File: config.mk
export PLATFORM = sky130hd
export DESIGN_NAME = alu_sequencer
export DESIGN_NICKNAME = d
export VERILOG_FILES = /design/src/rtl/alu_seq_pkg.sv /design/src/rtl/alu_seq_daa_corr.sv /design/src/rtl/alu_sequencer.sv
export SDC_FILE = /design/constraint.sdc
export NUM_CORES = 1
export LEC_CHECK = 0
export ABC_AREA = 1
export BUFFER_PORTS_ARGS = -buffer_cell sky130_fd_sc_hd__buf_2
export CORE_ASPECT_RATIO = 1.75
export CORE_MARGIN = 2
export CORE_UTILIZATION = 48
export DETAILED_ROUTE_END_ITERATION = 7
export GPL_TIMING_DRIVEN = 0
export PLACE_DENSITY = 0.81
export SYNTH_ARGS = -nofsm -noshare
export SYNTH_HDL_FRONTEND = slang
export SYNTH_SLANG_ARGS = --single-unit
File: constraint.sdc
create_clock -name clk -period 2.2 [get_ports clk]
set_input_delay 0.22 -clock clk [delete_from_list [all_inputs] [get_ports clk]]
set_output_delay 0.22 -clock clk [all_outputs]
set_load 0.1 [all_outputs]
File: src/rtl/alu_seq_pkg.sv
// alu_seq_pkg -- shared definitions for the ALU command sequencer.
//   opcode_t    : command opcodes accepted on cmd_op
//   alu_op_t    : operation codes driven to the external ALU
//   state_t     : sequencer state encoding
//   flag_bit_t  : bit positions inside the flag register
//   alu_op_of() : maps a command opcode onto the ALU operation it uses
package alu_seq_pkg;

    typedef enum logic [2:0] {
        OP_ADD = 3'b000,
        OP_ADC = 3'b001,
        OP_SUB = 3'b010,
        OP_SBB = 3'b011,
        OP_ANA = 3'b100,
        OP_CMP = 3'b101,
        OP_LDA = 3'b110,
        OP_DAA = 3'b111
    } opcode_t;

    typedef enum logic [1:0] {
        ALU_ADD = 2'b00,   // add with carry-in
        ALU_SUB = 2'b01,   // subtract with borrow-in
        ALU_AND = 2'b10,
        ALU_CMP = 2'b11
    } alu_op_t;

    typedef enum logic [1:0] {
        ST_IDLE = 2'd0,
        ST_EXEC = 2'd1,
        ST_DAA2 = 2'd2,
        ST_DONE = 2'd3
    } state_t;

    typedef enum logic [2:0] {
        FLAG_CY = 3'd0,
        FLAG_P  = 3'd2,
        FLAG_AC = 3'd4,
        FLAG_Z  = 3'd6,
        FLAG_S  = 3'd7
    } flag_bit_t;

    // LDA has no ALU work to do; it reports the idle/AND code.
    function automatic alu_op_t alu_op_of(input opcode_t op);
        case (op)
            OP_ADD, OP_ADC, OP_DAA: return ALU_ADD;
            OP_SUB, OP_SBB:         return ALU_SUB;
            OP_CMP:                 return ALU_CMP;
            default:                return ALU_AND;
        endcase
    endfunction

endpackage

File: src/rtl/alu_seq_daa_corr.sv
// alu_seq_daa_corr -- decimal-adjust correction constants.
//   acc     : accumulator value the correction is judged on
//   ac, cy  : auxiliary-carry and carry flags
//   corr_lo : 06h when the low nibble needs adjusting, else 00h
//   corr_hi : 60h when the high nibble needs adjusting, else 00h
// Purely combinational; the sequencer applies corr_lo in its first pass
// (judged on the original accumulator) and corr_hi in the second pass
// (judged on the low-corrected accumulator and the original carry).
module alu_seq_daa_corr #(
    parameter int DATASIZE = 8
) (
    input  logic [DATASIZE-1:0] acc,
    input  logic                ac,
    input  logic                cy,
    output logic [DATASIZE-1:0] corr_lo,
    output logic [DATASIZE-1:0] corr_hi
);

    assign corr_lo = (acc[3:0] > 4'd9 || ac) ? DATASIZE'(8'h06) : '0;
    assign corr_hi = (acc[7:4] > 4'd9 || cy) ? DATASIZE'(8'h60) : '0;

endmodule

File: src/rtl/alu_sequencer.sv
// alu_sequencer -- sequences single accumulator commands through an
// external ALU and holds the accumulator and flag register.
//   clk, rst            : clock, synchronous active-high reset
//   cmd_valid/cmd_ready : command handshake (ready only while idle)
//   cmd_op, cmd_operand : opcode and B operand / load value
//   alu_op, alu_a/b/f   : operation, operands and flags-in to the ALU
//   alu_r, alu_fo       : ALU result and flags-out
//   acc_out, flags_out  : accumulator and flag register
//   done, err           : one-cycle completion / unsupported-opcode pulses
// Build option: define ALU_SEQ_DAA_EN to support DAA as a two-pass add.
// Without it DAA completes immediately with err and changes nothing.
module alu_sequencer
    import alu_seq_pkg::*;
#(
    parameter int DATASIZE = 8
) (
    input  logic                clk,
    input  logic                rst,
    input  logic                cmd_valid,
    output logic                cmd_ready,
    input  logic [2:0]          cmd_op,
    input  logic [DATASIZE-1:0] cmd_operand,
    output logic [1:0]          alu_op,
    output logic [DATASIZE-1:0] alu_a,
    output logic [DATASIZE-1:0] alu_b,
    output logic [DATASIZE-1:0] alu_f,
    input  logic [DATASIZE-1:0] alu_r,
    input  logic [DATASIZE-1:0] alu_fo,
    output logic [DATASIZE-1:0] acc_out,
    output logic [DATASIZE-1:0] flags_out,
    output logic                done,
    output logic                err
);

    state_t              state_reg, state_next;
    opcode_t             op_reg;
    logic [DATASIZE-1:0] operand_reg;
    logic [DATASIZE-1:0] acc_reg, acc_next;
    logic [DATASIZE-1:0] flags_reg, flags_next;
    logic                done_reg, done_next;
    logic                err_reg, err_next;
    logic                accept;

`ifdef ALU_SEQ_DAA_EN
    logic                daa_c1_reg, daa_c1_next;   // carry out of pass 1
    logic [DATASIZE-1:0] daa_corr_lo, daa_corr_hi;

    alu_seq_daa_corr #(
        .DATASIZE (DATASIZE)
    ) u_daa_corr (
        .acc     (acc_reg),
        .ac      (flags_reg[FLAG_AC]),
        .cy      (flags_reg[FLAG_CY]),
        .corr_lo (daa_corr_lo),
        .corr_hi (daa_corr_hi)
    );
`endif

    assign cmd_ready = (state_reg == ST_IDLE);
    assign accept    = cmd_valid && cmd_ready;
    assign acc_out   = acc_reg;
    assign flags_out = flags_reg;
    assign done      = done_reg;
    assign err       = err_reg;

    always_ff @(posedge clk) begin
        if (rst) begin
            state_reg   <= ST_IDLE;
            op_reg      <= OP_ADD;
            operand_reg <= '0;
            acc_reg     <= '0;
            flags_reg   <= '0;
            done_reg    <= 1'b0;
            err_reg     <= 1'b0;
`ifdef ALU_SEQ_DAA_EN
            daa_c1_reg  <= 1'b0;
`endif
        end else begin
            state_reg   <= state_next;
            acc_reg     <= acc_next;
            flags_reg   <= flags_next;
            done_reg    <= done_next;
            err_reg     <= err_next;
`ifdef ALU_SEQ_DAA_EN
            daa_c1_reg  <= daa_c1_next;
`endif
            if (accept) begin
                op_reg      <= opcode_t'(cmd_op);
                operand_reg <= cmd_operand;
            end
        end
    end

    always_comb begin
        state_next  = state_reg;
        acc_next    = acc_reg;
        flags_next  = flags_reg;
        done_next   = 1'b0;
        err_next    = 1'b0;
        alu_op      = ALU_AND;
        alu_a       = '0;
        alu_b       = '0;
        alu_f       = '0;
`ifdef ALU_SEQ_DAA_EN
        daa_c1_next = daa_c1_reg;
`endif

        case (state_reg)
            ST_IDLE: begin
                if (cmd_valid) begin
`ifndef ALU_SEQ_DAA_EN
                    if (opcode_t'(cmd_op) == OP_DAA) begin
                        state_next = ST_DONE;
                        done_next  = 1'b1;
                        err_next   = 1'b1;
                    end else
`endif
                    state_next = ST_EXEC;
                end
            end

            ST_EXEC: begin
                alu_op     = alu_op_of(op_reg);
                alu_a      = acc_reg;
                alu_b      = operand_reg;
                alu_f      = flags_reg;
                state_next = ST_DONE;
                done_next  = 1'b1;
                case (op_reg)
                    OP_ADD, OP_SUB: begin
                        alu_f[FLAG_CY] = 1'b0;
                        acc_next       = alu_r;
                        flags_next     = alu_fo;
                    end
                    OP_ADC, OP_SBB, OP_ANA: begin
                        acc_next   = alu_r;
                        flags_next = alu_fo;
                    end
                    OP_CMP: flags_next = alu_fo;
                    OP_LDA: acc_next   = operand_reg;
`ifdef ALU_SEQ_DAA_EN
                    OP_DAA: begin
                        // Low-nibble pass: keep the original CY in the flag
                        // register so the high-nibble pass can still see it.
                        alu_b              = daa_corr_lo;
                        alu_f[FLAG_CY]     = 1'b0;
                        acc_next           = alu_r;
                        flags_next[FLAG_AC] = alu_fo[FLAG_AC];
                        daa_c1_next        = alu_fo[FLAG_CY];
                        state_next         = ST_DAA2;
                        done_next          = 1'b0;
                    end
`endif
                    default: ;
                endcase
            end

`ifdef ALU_SEQ_DAA_EN
            ST_DAA2: begin
                alu_op         = ALU_ADD;
                alu_a          = acc_reg;
                alu_b          = daa_corr_hi;
                alu_f          = flags_reg;
                alu_f[FLAG_CY] = 1'b0;
                // Z, S, P come from this pass; AC stays as latched by pass 1.
                flags_next          = alu_fo;
                flags_next[FLAG_AC] = flags_reg[FLAG_AC];
                flags_next[FLAG_CY] = flags_reg[FLAG_CY] | daa_c1_reg | alu_fo[FLAG_CY];
                acc_next            = alu_r;
                state_next          = ST_DONE;
                done_next           = 1'b1;
            end
`endif

            ST_DONE: state_next = ST_IDLE;

            default: state_next = ST_IDLE;
        endcase
    end

endmodule

==> summary by stage, run 1 <==
Place
In this run the tool buffered the top-level ports with 73 buffer cells. The total placed instance area is 1900 sq um. The HPWL after detailed placement is 2.86 mm.

At the end of routability-driven placement, the weighted congestion stood at 0.875.

CTS
The number of setup buffers added after CTS is 0. The worst-skew pair later-pin latency is 280 ps. TritonCTS built the clock tree. The TritonCTS buffer count is 5.

The largest buffer count on any clock path is 2. The clock net in this run drives a total of 31 sinks. The number of gates resized after CTS was 0. The H-tree generated during clock tree synthesis spans 2 levels.

In this run, post-CTS hold repair placed 0 buffers. The clock slew at the register clock pins of the worst setup and hold paths is 70 ps. The cell at the root of the clock tree is sky130_fd_sc_hd__clkbuf_8.

Cells and area
0 antenna diodes ended up in the layout. Cells fill 68.0% of the core in the end. The final instance area is 1990 sq um. The fraction of final layout cells with drive strength greater than 1 is 37.0%.

The final layout contains 333 nets. The commonest non-fill, non-tap cell in the layout is sky130_fd_sc_hd__buf_2. In the layout the commonest cells are sky130_fd_sc_hd__buf_2 (76), sky130_fd_sc_hd__nor2_1 (49), sky130_fd_sc_hd__inv_1 (35). The fill cell instance count of the final layout is 283.

The area overhead of the layout relative to synthesis is 36.1%.

Global route
The initial antenna violation count is 0. The pin count of the biggest net entering global routing is 11. The overall global routing resource usage is 23.5%. The first global-routing pass estimated 6.15 mm of wire. The remaining global-route overflow is 0.

The via count of the first global-routing pass is 1556.

Synthesis
The number of register bits inferred by synthesis is 31. Dividing the synthesized area by the synthesized cell count gives 6.56 sq um. The netlist uses 18 different library cells.

When the netlist entered floorplanning its net count stood at 253. Of all cell types, the one taking the most synthesized area is sky130_fd_sc_hd__dfxtp_1. For this run, the register share of the synthesized area comes to 42.4%. The portion of synthesized cell area occupied by the leading cell type is 42.4%. The yosys synthesis warning count is 0. After technology mapping, the gate count stands at 223. Yosys attributes the largest share of cell area to sky130_fd_sc_hd__dfxtp_1 (42%), sky130_fd_sc_hd__nor2_1 (17%), sky130_fd_sc_hd__inv_1 (9.0%).

The combined area of all synthesized cells is 1460 sq um.

Timing
Between clock sinks in the finished design, the worst skew comes to 8.58 ps. The total count of max-transition violations in the final report came to 0. Measured against its own limit, the worst slew margin works out to 66.7%. The post-layout minimum cycle time is 1920 ps. The transition time at the pin with the least slew margin is 503 ps. The number of endpoints with negative hold slack in the final report was 0.

After layout, the worst path uses 87.1% of the clock period. Derived from the worst setup path, the maximum achievable clock frequency is 522 MHz. Setup repair after global routing left no endpoint under its margin. The setup-violating endpoint count in the final report is 0.

Hold path
The worst hold path terminates at op_reg[1]$_SDFFE_PP0P_. Along the worst hold path, the cell count comes to 2. The worst hold path belongs to the class in -> reg.

The startpoint identified for the worst hold timing path is rst.

Run status
The flow ran to the end, and the final reports show no timing, DRC or antenna violations.

Route
The final route contains 1574 vias. The detail-routed via count per cell is 4.76. The routed design has 3.61 mm of wire. For this run, design rule violations remaining after detail routing come to 0. The number of violations reported at the end of detailed-routing iteration 0 is 34.

The number of nets with antenna violations after detailed routing is 0. The detailed-routing iteration count for the pre-antenna-repair pass is 4. The wire length per cell is 10.9 microns.

Worst setup path
The startpoint identified for the worst register-to-register timing path is state_reg[0]$_SDFFE_PP0P_. The depth of the worst register-to-register path is 5. The worst setup path is captured at a primary output.

The library cell appearing most often on the critical path is sky130_fd_sc_hd__buf_2. Together, buffers and inverters on the worst path number 2. STA classifies the critical path startpoint as a flop. The reg2reg setup slack is 1020 ps. The signal on the critical path passes through nand2_2, buf_2, nor2_1, buf_2.

The worst setup path is of the reg -> out kind. The data arrival time at the worst-slack endpoint is 1700 ps. The largest fanout on the critical path is 10. The destination of the worst register-to-register timing path is acc_out[3]$_SDFFE_PP0P_. The maximum single-stage delay on the critical path is 430 ps. The slowest cell on the critical path is sky130_fd_sc_hd__dfxtp_1.

The cell family with the largest share of critical-path delay is buffers and inverters. For the worst setup path, the data required time is 1980 ps.

Job
The count of maximum capacitance violations is 0.

Pwr
Dividing total power by cell area gives a power density of 874 nW/um^2. The maximum resistive drop on vdd is 0.633 mV. Summed over all cells, the static leakage comes to 1.05 nW.

Floorplanning
In this run the horizontal extent of the chip is 45.7 microns. The area of the core region is 2930 sq um. The area enclosed by the die boundary is 3520 sq um. The number of placement rows is 26. During I/O placement, the number of pins put on the boundary was 75.

For this configuration, the core starts out at a cell density of 50.0%. In this run the vertical extent of the chip is 77.1 microns.
power by group:
part	total [mW]	switching (mW)	internal, mW	leakage [nW]
logic	0.640	0.521	0.119	0.750
clock network	0.453	0.208	0.245	0.0470
registers	0.647	0.0343	0.612	0.256
layout make-up:
class | count | area, sq um | area share (%)
multi-input cells | 145 | 682 | 34.2
flip-flops and latches | 31 | 621 | 31.2
repair buffers | 73 | 365 | 18.3
inverters | 38 | 144 | 7.22
clock buffers | 6 | 82.6 | 4.15
plain buffers | 9 | 57.6 | 2.89
well taps | 28 | 35.0 | 1.76
clock inverters | 1 | 5.00 | 0.251
cell families (layout without fill, tap and decap cells):
kind of cell	Yosys count	count (layout)	synth area share, %
flops	31	31	42.4
compound gates	30	30	10.3
simple gates	115	115	33.6
buf+inv	47	127	13.8
per-stage QoR:
| step | worst slack [ps] | std cells | power, mW | hold WS (ps) | setup TNS [ps] |
|---|---|---|---|---|---|
| floorplan | -59.9 | 223 | 1.19 | 349 | -394 |
| global placement | 575 | 324 | 1.29 | 439 | 0 |
| detailed placement | 559 | 324 | 1.30 | 440 | 0 |
| CTS | 249 | 331 | 1.75 | 135 | 0 |
| global route | 133 | 331 | 1.82 | 156 | 0 |
| finish | 284 | 331 | 1.74 | 143 | 0 |
worst register-to-register path: cells and delay by family, from the launching register on:
family                 cells  cell delay [ps]
DFF                        1              430
and+or+nand+nor            4              620
buffers and inverters      1               30
how the worst max path moves through the flow:
stage | end | startpoint | slack, ps | cells past startpoint
6_report | alu_b[1] | state_reg[0]$_SDFFE_PP0P_ | 280 | 4
5_1_grt | alu_b[5] | state_reg[0]$_SDFFE_PP0P_ | 130 | 4
4_1_cts | alu_b[1] | state_reg[0]$_SDFFE_PP0P_ | 250 | 4
3_5_place_dp | alu_b[1] | state_reg[0]$_SDFFE_PP0P_ | 560 | 4
3_3_place_gp | alu_b[2] | state_reg[0]$_SDFFE_PP0P_ | 580 | 4
2_1_floorplan | alu_b[0] | state_reg[1]$_SDFFE_PP0P_ | -60 | 4
layer usage:
layer | track usage (%) | routed length [microns]
met5 | 0 | 0
met2 | 41.0 | 1930
met1 | 22.4 | 1290
met4 | 14.3 | 148
met3 | 6.82 | 240
cell usage after synthesis (all sizes together):
cell type and instances:
nand4 9, buf 8, clkbuf 1, dfxtp 31
inv 37, nand3 10, clkinv 1, o21ai 19
nand2 28, a21oi 11, nor2 68
(Power assumes the default switching activity.)
==> run 2: changes to the inputs <==
--- a/config.mk
+++ b/config.mk
@@ -5,14 +5,14 @@
 export SDC_FILE = /design/constraint.sdc
 export NUM_CORES = 1
 export LEC_CHECK = 0
-export ABC_AREA = 1
 export BUFFER_PORTS_ARGS = -buffer_cell sky130_fd_sc_hd__buf_2
 export CORE_ASPECT_RATIO = 1.75
 export CORE_MARGIN = 2
-export CORE_UTILIZATION = 48
+export CORE_UTILIZATION = 44
 export DETAILED_ROUTE_END_ITERATION = 7
 export GPL_TIMING_DRIVEN = 0
-export PLACE_DENSITY = 0.81
+export PLACE_DENSITY = 0.76
+export SETUP_SLACK_MARGIN = 0.4
 export SYNTH_ARGS = -nofsm -noshare
 export SYNTH_HDL_FRONTEND = slang
 export SYNTH_SLANG_ARGS = --single-unit
==> constraint.sdc (replaced) <==
create_clock -name clk -period 1.95 [get_ports clk]
set_input_delay 0.195 -clock clk [delete_from_list [all_inputs] [get_ports clk]]
set_output_delay 0.195 -clock clk [all_outputs]
set_load 0.1 [all_outputs]
==> summary by stage, run 2 <==
Global route
The via count of the first global-routing pass is 1564 (was 1556). The pin count of the biggest net entering global routing is 11 (unchanged). The global-route wire length before repair was 7.32 mm (was 6.15 mm). The initial antenna violation count was 0 (unchanged). The remaining global-route overflow was 0 (unchanged). The overall global routing resource usage is 27.9% (was 23.5%).

Synthesis
Top post-synthesis cells by area: sky130_fd_sc_hd__dfxtp_1 (44%), sky130_fd_sc_hd__and2_1 (11%), sky130_fd_sc_hd__mux2i_1 (7.8%) (was sky130_fd_sc_hd__dfxtp_1 (42%), sky130_fd_sc_hd__nor2_1 (17%), sky130_fd_sc_hd__inv_1 (9.0%)). The cell count after synthesis is 167 (was 223). The combined area of all synthesized cells is 1410 sq um (was 1460 sq um). The number of distinct library cells after synthesis is 26 (was 18). The number of enable flip-flop cells after synthesis came to 0 (unchanged). Most frequent cells after synthesis: sky130_fd_sc_hd__dfxtp_1 (31), sky130_fd_sc_hd__and2_1 (24), sky130_fd_sc_hd__nand2_1 (19), sky130_fd_sc_hd__a21oi_1 (17), sky130_fd_sc_hd__nor2_1 (14) (was sky130_fd_sc_hd__nor2_1 (65), sky130_fd_sc_hd__inv_1 (35), sky130_fd_sc_hd__dfxtp_1 (31), sky130_fd_sc_hd__nand2_1 (25), sky130_fd_sc_hd__o21ai_0 (19)). The cell type contributing the most total cell area after synthesis is sky130_fd_sc_hd__dfxtp_1 (unchanged).

The number of register bits inferred by synthesis is 31 (unchanged). The most numerous cell in the Yosys netlist is sky130_fd_sc_hd__dfxtp_1 (was sky130_fd_sc_hd__nor2_1). The fraction of the yosys area taken by sequential cells is 44.1% (was 42.4%). The portion of synthesized cell area occupied by the leading cell type is 44.1% (was 42.4%).

The mean instance size in the synthesized netlist is 8.42 sq um (was 6.56 sq um). The yosys synthesis warning count is 0 (unchanged). The proportion of register bits with asynchronous set or reset after synthesis is 0% (unchanged).

The predominant post-synthesis flop cell is sky130_fd_sc_hd__dfxtp_1 (unchanged). The net count of the mapped netlist came to 197 (was 253).

CTS
The worst-skew pair later-pin latency is 290 ps (was 280 ps). The largest buffer count on any clock path is 2 (unchanged). The CTS tree is done (unchanged).

The cell at the root of the clock tree is sky130_fd_sc_hd__clkbuf_8 (unchanged). The TritonCTS buffer count is 5 (unchanged). The total number of clock tree sinks was 31 (unchanged). The clock slew at the register clock pins of the worst setup and hold paths is 60 ps (was 70 ps).

The maximum level of the CTS H-tree is 2 (unchanged).

Worst setup path
The reg2reg setup slack is 530 ps (was 1020 ps). The type of origin of the critical path was a flop (unchanged). The kind of end point of the critical path is a primary output (unchanged). The data arrival time at the worst-slack endpoint is 1460 ps (was 1700 ps). The required arrival time at the worst endpoint is 1750 ps (was 1980 ps). The largest fanout on the critical path was 6 (was 10). The kind of critical path was reg -> out (unchanged).

Floorplanning
The effective utilization at floorplan is 45.2% (was 50.0%). The number of placement rows is 27 (was 26). The number of top-level design ports is 75 (unchanged). The chip height was 78.8 microns (was 77.1 microns). The horizontal die dimension is 46.7 microns (was 45.7 microns). The area of the core region came to 3110 sq um (was 2930 sq um). The area enclosed by the die boundary is 3680 sq um (was 3520 sq um).

Pwr
The total power is 2.08 mW (was 1.74 mW). The maximum resistive drop on vdd is 1.08 mV (was 0.633 mV). The cell leakage power is 1.13 nW (was 1.05 nW). The power density of the placed cells came to 817 nW/um^2 (was 874 nW/um^2).

Timing
The total count of max-transition violations in the final report was 0 (unchanged). Derived from the worst setup path, the maximum achievable clock frequency is 604 MHz. The ratio of final minimum period to clock period is 84.9%. The final-layout worst hold slack is 133 ps (was 143 ps). The number of endpoints with negative hold slack in the final report was 0 (unchanged). The final worst-path setup slack is 295 ps (was 284 ps).

Unrepaired setup endpoints after global routing: true (was false). The worst max-slew margin expressed relative to the limit was 67.1% (was 66.7%). The transition time at the pin with the least slew margin is 496 ps (was 503 ps).

The setup-violating endpoint count in the final report is 0 (unchanged). The worst path needs 1650 ps of the cycle, external delays included. The setup total negative slack was 0 ps (unchanged). The setup clock skew after layout was 6.82 ps (was 8.58 ps).

Cells and area
The final instance area is 2540 sq um (was 1990 sq um). The number of antenna cells inserted is 0 (unchanged). The area overhead of the layout relative to synthesis is 80.9% (was 36.1%). The fraction of final layout cells with drive strength greater than 1 is 59.1% (was 37.0%). The commonest non-fill, non-tap cell in the layout is sky130_fd_sc_hd__buf_2 (unchanged).

Commonest cells after routing, fill and taps aside: sky130_fd_sc_hd__buf_2 (47), sky130_fd_sc_hd__buf_12 (24), sky130_fd_sc_hd__and2_2 (20) (was sky130_fd_sc_hd__buf_2 (76), sky130_fd_sc_hd__nor2_1 (49), sky130_fd_sc_hd__inv_1 (35)). The fill cell instance count of the final layout is 199 (was 283). The final-stage net count was 288 (was 333).

Route
The wire length per cell was 15.9 microns (was 10.9 microns). The total number of vias is 1553 (was 1574). The detail-routed via count per cell was 5.14 (was 4.76). The detailed-route wire length came to 4.81 mm (was 3.61 mm).

The detailed-routing iteration count for the pre-antenna-repair pass was 4 (unchanged). The number of violations reported at the end of detailed-routing iteration 0 was 32 (was 34). The total DRC errors in the routed layout came to 0 (unchanged).

The number of nets with antenna violations after detailed routing is 0 (unchanged).

Job
The count of maximum capacitance violations was 0 (unchanged).

Run status
Result of the run: finished, final reports clean (unchanged).

Place
The HPWL after detailed placement was 2.84 mm (was 2.86 mm). The port buffer count is 74 (was 73). The final estimated routing congestion in global placement came to 0.770 (was 0.875). The post-place setup slack is 66.6 ps (was 559 ps).

The total placed instance area is 1900 sq um (unchanged).

Hold path
The path class of the lowest-slack min-delay path is in -> reg (unchanged).
## run 2: cells by family after synthesis
logic type	count (synthesis)	share of synthesized area, %
AOI/OAI and AO/OA	38	16.5
muxes	11	7.83
DFF	31	44.1
buffers and inverters	13	4.45
and+or+nand+nor	74	27.1
## run 2: stage by stage
stage	cells	util, %
4_1_cts	297	79.8
5_1_grt	302	81.8
6_report	302	81.8
3_5_place_dp	284	61.3
2_1_floorplan	167	-
3_3_place_gp	284	61.3
## run 2: critical path, cell delays in order (launching register included)
cell and delay, ps:
sky130_fd_sc_hd__dfxtp_4 350, sky130_fd_sc_hd__and2b_2 250, sky130_fd_sc_hd__buf_6 130, sky130_fd_sc_hd__buf_6 120, sky130_fd_sc_hd__and2_4 160, sky130_fd_sc_hd__buf_12 160
## run 2: repair_timing
item / 4_1_cts / 5_1_grt
endpoints found under the setup margin: 28 / 28
buffers inserted: 5 / 5
resized for setup: 120 / 12
hold buffers: 0 / 0
pin swaps: 3 / 1
## run 2: metal layers
layer  vias up  share of wire, %  global-route usage (%)  wire length, microns
met1       711                33                    25.8                  1590
met2        66                58                    51.8                  2800
met5         -                 0                       0                     0
met4         0               2.6                    12.2                   127
met3        12               6.1                    8.64                   291
li1        764                 -                       -                     -
## run 2: final timing paths
kind	from	end	cells after the start
worst max-delay path	state_reg[1]$_SDFFE_PP0P_	alu_b[7]	5
worst min-delay path	rst	err$_SDFF_PP0_	2
worst min register to register	flags_out[1]$_SDFFE_PP0P_	flags_out[1]$_SDFFE_PP0P_	2
worst max register to register	op_reg[2]$_SDFFE_PP0P_	acc_out[2]$_SDFFE_PP0P_	7
## run 2: area by class of cell
type | instances | area (sq um) | share of cell area [%]
Buffer | 12 | 113 | 4.43
Clock buffer | 6 | 82.6 | 3.25
Clock inverter | 2 | 35.0 | 1.38
Inverter | 1 | 3.75 | 0.148
Multi-Input combinational cell | 123 | 782 | 30.7
Sequential cell | 31 | 653 | 25.7
Tap cell | 43 | 53.8 | 2.12
Timing Repair Buffer | 84 | 821 | 32.3
## run 2: where the power goes
| group | internal, mW | switching (mW) | leakage (nW) |
|---|---|---|---|
| clock network | 0.413 | 0.243 | 0.0612 |
| logic | 0.208 | 0.492 | 0.804 |
| registers | 0.685 | 0.0375 | 0.263 |
==> run 3: changes to the inputs <==
--- a/config.mk
+++ b/config.mk
@@ -8,10 +8,10 @@
 export BUFFER_PORTS_ARGS = -buffer_cell sky130_fd_sc_hd__buf_2
 export CORE_ASPECT_RATIO = 1.75
 export CORE_MARGIN = 2
-export CORE_UTILIZATION = 44
+export CORE_UTILIZATION = 40
 export DETAILED_ROUTE_END_ITERATION = 7
 export GPL_TIMING_DRIVEN = 0
-export PLACE_DENSITY = 0.76
+export PLACE_DENSITY = 0.72
 export SETUP_SLACK_MARGIN = 0.4
 export SYNTH_ARGS = -nofsm -noshare
 export SYNTH_HDL_FRONTEND = slang
==> constraint.sdc (replaced) <==
create_clock -name clk -period 1.4 [get_ports clk]
set_input_delay 0.14 -clock clk [delete_from_list [all_inputs] [get_ports clk]]
set_output_delay 0.14 -clock clk [all_outputs]
set_load 0.1 [all_outputs]
==> summary by stage, run 3 (synthesis gave the netlist of run 2 again) <==
Run status
Result of the run: complete, but fails checks (was finished, final reports clean). The final reports fail on setup timing.

CTS
The largest buffer count on any clock path is 2 (unchanged). The clock slew at the register clock pins of the worst setup and hold paths is 70 ps (was 60 ps). The cell at the root of the clock tree was sky130_fd_sc_hd__clkbuf_8 (unchanged). The worst-skew pair later-pin latency came to 300 ps (was 290 ps). The TritonCTS buffer count came to 5 (unchanged).

The maximum level of the CTS H-tree is 2 (unchanged). The total number of clock tree sinks is 31 (unchanged). The CTS tree is done (unchanged).

Route
The detailed-routing iteration count for the pre-antenna-repair pass is 7 (was 4). The number of violations reported at the end of detailed-routing iteration 0 is 108 (was 32). The total DRC errors in the routed layout was 0 (unchanged).

The total number of vias is 1991 (was 1553). The detail-routed via count per cell is 6.32 (was 5.14). The wire length per cell is 27.9 microns (was 15.9 microns). The number of nets with antenna violations after detailed routing is 0 (unchanged).

The detailed-route wire length was 8.80 mm (was 4.81 mm).

Cells and area
The area overhead of the layout relative to synthesis was 130% (was 80.9%). The commonest non-fill, non-tap cell in the layout is sky130_fd_sc_hd__buf_12 (was sky130_fd_sc_hd__buf_2). The fraction of final layout cells with drive strength greater than 1 was 73.0% (was 59.1%). The number of antenna cells inserted is 0 (unchanged). The area of the multi-input gates is 995 sq um (was 782 sq um). The fraction of the core area covered by cells at the end of the flow was 96.2% (was 81.8%). The final-stage net count is 299 (was 288).

The count of non-filler cells in the finished layout is 315 (was 302). The total area of sequential cells was 692 sq um (was 653 sq um). Commonest cells after routing, fill and taps aside: sky130_fd_sc_hd__buf_12 (40), sky130_fd_sc_hd__buf_2 (29), sky130_fd_sc_hd__and2_4 (24) (was sky130_fd_sc_hd__buf_2 (47), sky130_fd_sc_hd__buf_12 (24), sky130_fd_sc_hd__and2_2 (20)). The fill cell instance count of the final layout is 66 (was 199).

The final instance area is 3240 sq um (was 2540 sq um).

Floorplanning
The horizontal die dimension came to 48.8 microns (was 46.7 microns). The number of placement rows is 28 (was 27). The chip height was 82.4 microns (was 78.8 microns). The area enclosed by the die boundary is 4020 sq um (was 3680 sq um). The effective utilization at floorplan is 41.8% (was 45.2%). The area of the core region is 3360 sq um (was 3110 sq um). The number of top-level design ports is 75 (unchanged).

Worst setup path
The depth of the worst register-to-register path came to 9 (was 7). The kind of critical path was reg -> out (unchanged). The startpoint of the lowest-slack register-to-register path is state_reg[1]$_SDFFE_PP0P_ (was op_reg[2]$_SDFFE_PP0P_). The total stage count of the critical path came to 4 (was 5). The data arrival time at the worst-slack endpoint came to 1530 ps (was 1460 ps). The type of origin of the critical path is a flop (unchanged).

The reg2reg setup slack came to -270 ps (was 530 ps). The maximum single-stage delay on the critical path is 360 ps (was 350 ps). The required arrival time at the worst endpoint was 1260 ps (was 1750 ps).

Critical Path, Cell by Cell: and2b_2, clkbuf_8, and2_4, buf_12 (was and2b_2, buf_6, buf_6, and2_4, buf_12). The cell family with the largest share of critical-path delay is simple AND/OR/NAND/NOR gates (unchanged). The source of the critical timing path was state_reg[1]$_SDFFE_PP0P_ (unchanged). The capturing element of the worst setup path was alu_a[0] (was alu_b[7]).

The kind of end point of the critical path is a primary output (unchanged). The slowest cell on the critical path is sky130_fd_sc_hd__dfxtp_4 (unchanged). The number of buffer and inverter instances along the worst setup path is 2 (was 3). The largest fanout on the critical path came to 10 (was 6). The destination of the worst register-to-register timing path was flags_out[0]$_SDFFE_PP0P_ (was acc_out[2]$_SDFFE_PP0P_).

Pwr
The cell leakage power is 1.32 nW (was 1.13 nW). The maximum resistive drop on vdd was 1.22 mV (was 1.08 mV). The power density of the placed cells is 1040 nW/um^2 (was 817 nW/um^2). The total power is 3.36 mW (was 2.08 mW).

Global route
The overall global routing resource usage was 33.1% (was 27.9%). The remaining global-route overflow is 0 (unchanged). The initial antenna violation count is 0 (unchanged).

The global-route wire length before repair is 9.85 mm (was 7.32 mm). The pin count of the biggest net entering global routing was 11 (unchanged). The via count of the first global-routing pass is 1879 (was 1564).

Place
The final estimated routing congestion in global placement came to 0.796 (was 0.770). The total placed instance area came to 2100 sq um (was 1900 sq um). The HPWL after detailed placement came to 2.99 mm (was 2.84 mm). The port buffer count is 74 (unchanged).

The number of cells in the design after placement came to 286 (was 284).

Timing
The setup clock skew after layout came to 11.4 ps (was 6.82 ps). The setup total negative slack was -8390 ps (was 0 ps). The achievable clock frequency is 599 MHz. Unrepaired setup endpoints after global routing: true (unchanged). For the finished layout, the period the worst path requires is 1670 ps.

The final worst-path setup slack is -269 ps (was 295 ps). The number of endpoints with negative hold slack in the final report is 0 (unchanged). The transition time at the pin with the least slew margin is 780 ps (was 496 ps). In the finished design, the share of the clock period the worst path needs comes to 119%. The worst max-slew margin expressed relative to the limit was 48.0% (was 67.1%). The setup-violating endpoint count in the final report is 53 (was 0). The total count of max-transition violations in the final report was 0 (unchanged).

Hold path
The worst hold path startpoint is rst (unchanged). The path class of the lowest-slack min-delay path is in -> reg (unchanged).

Job
The count of maximum capacitance violations is 0 (unchanged).
[run 3: cell types whose count changed in the layout (fill, tap and decap cells not counted), moves of 8 or more]
cell                      before  now
sky130_fd_sc_hd__dfxtp_4       3   17
sky130_fd_sc_hd__nand3_1       8    0
sky130_fd_sc_hd__and2_2       20    0
sky130_fd_sc_hd__buf_2        47   29
sky130_fd_sc_hd__a21oi_2       1   12
sky130_fd_sc_hd__a21oi_1      17    5
sky130_fd_sc_hd__buf_12       24   40
sky130_fd_sc_hd__buf_8         1    9
sky130_fd_sc_hd__and2_4        4   24
sky130_fd_sc_hd__dfxtp_2      17    6
[run 3: per-stage QoR]
step | hold slack (ps) | setup WS, ps
after floorplan | 210 | -223
after global placement | 344 | -225
after detailed placement | 345 | -230
after CTS | 47.0 | -160
after global routing | 86.8 | -269
final | 84.8 | -269
[run 3: worst min-delay path by stage]
stage,end,cells past startpoint,slack (ps)
finish,err$_SDFF_PP0_,2,80
global route,err$_SDFF_PP0_,2,90
CTS,err$_SDFF_PP0_,2,50
detailed placement,err$_SDFF_PP0_,2,340
global placement,err$_SDFF_PP0_,2,340
floorplan,err$_SDFF_PP0_,1,210
[run 3: metal layers]
layer / wire length, microns / share of wire [%] / track usage, %
met1: 2870 / 33 / 33.3
met2: 4510 / 51 / 64.2
met3: 729 / 8.3 / 6.83
met4: 691 / 7.9 / 15.7
met5: 0 / 0 / 0
[run 3: power by group]
part / switching [mW] / leakage [nW] / internal [mW]
Clock: 0.399 / 0.0612 / 0.577
Combinational: 0.823 / 0.987 / 0.510
Sequential: 0.106 / 0.269 / 0.945
Total: 1.33 / 1.32 / 2.03
[run 3: area by class of cell]
| type | instances | area share [%] |
|---|---|---|
| timing repair buffer | 95 | 38.4 |
| multi-input combinational | 123 | 30.7 |
| sequential | 31 | 21.4 |
| buffer | 12 | 4.02 |
| clock buffer | 6 | 2.55 |
| tap | 45 | 1.74 |
| clock inverter | 2 | 1.08 |
| inverter | 1 | 0.116 |
[run 3: what timing repair did]
action | CTS | global route
hold buffers | 0 | 0
resized for setup | 164 | 59
cloned | 1 | 1
pin swaps | 17 | 9
endpoints found under the setup margin | 72 | 73
setup buffers | 13 | 6
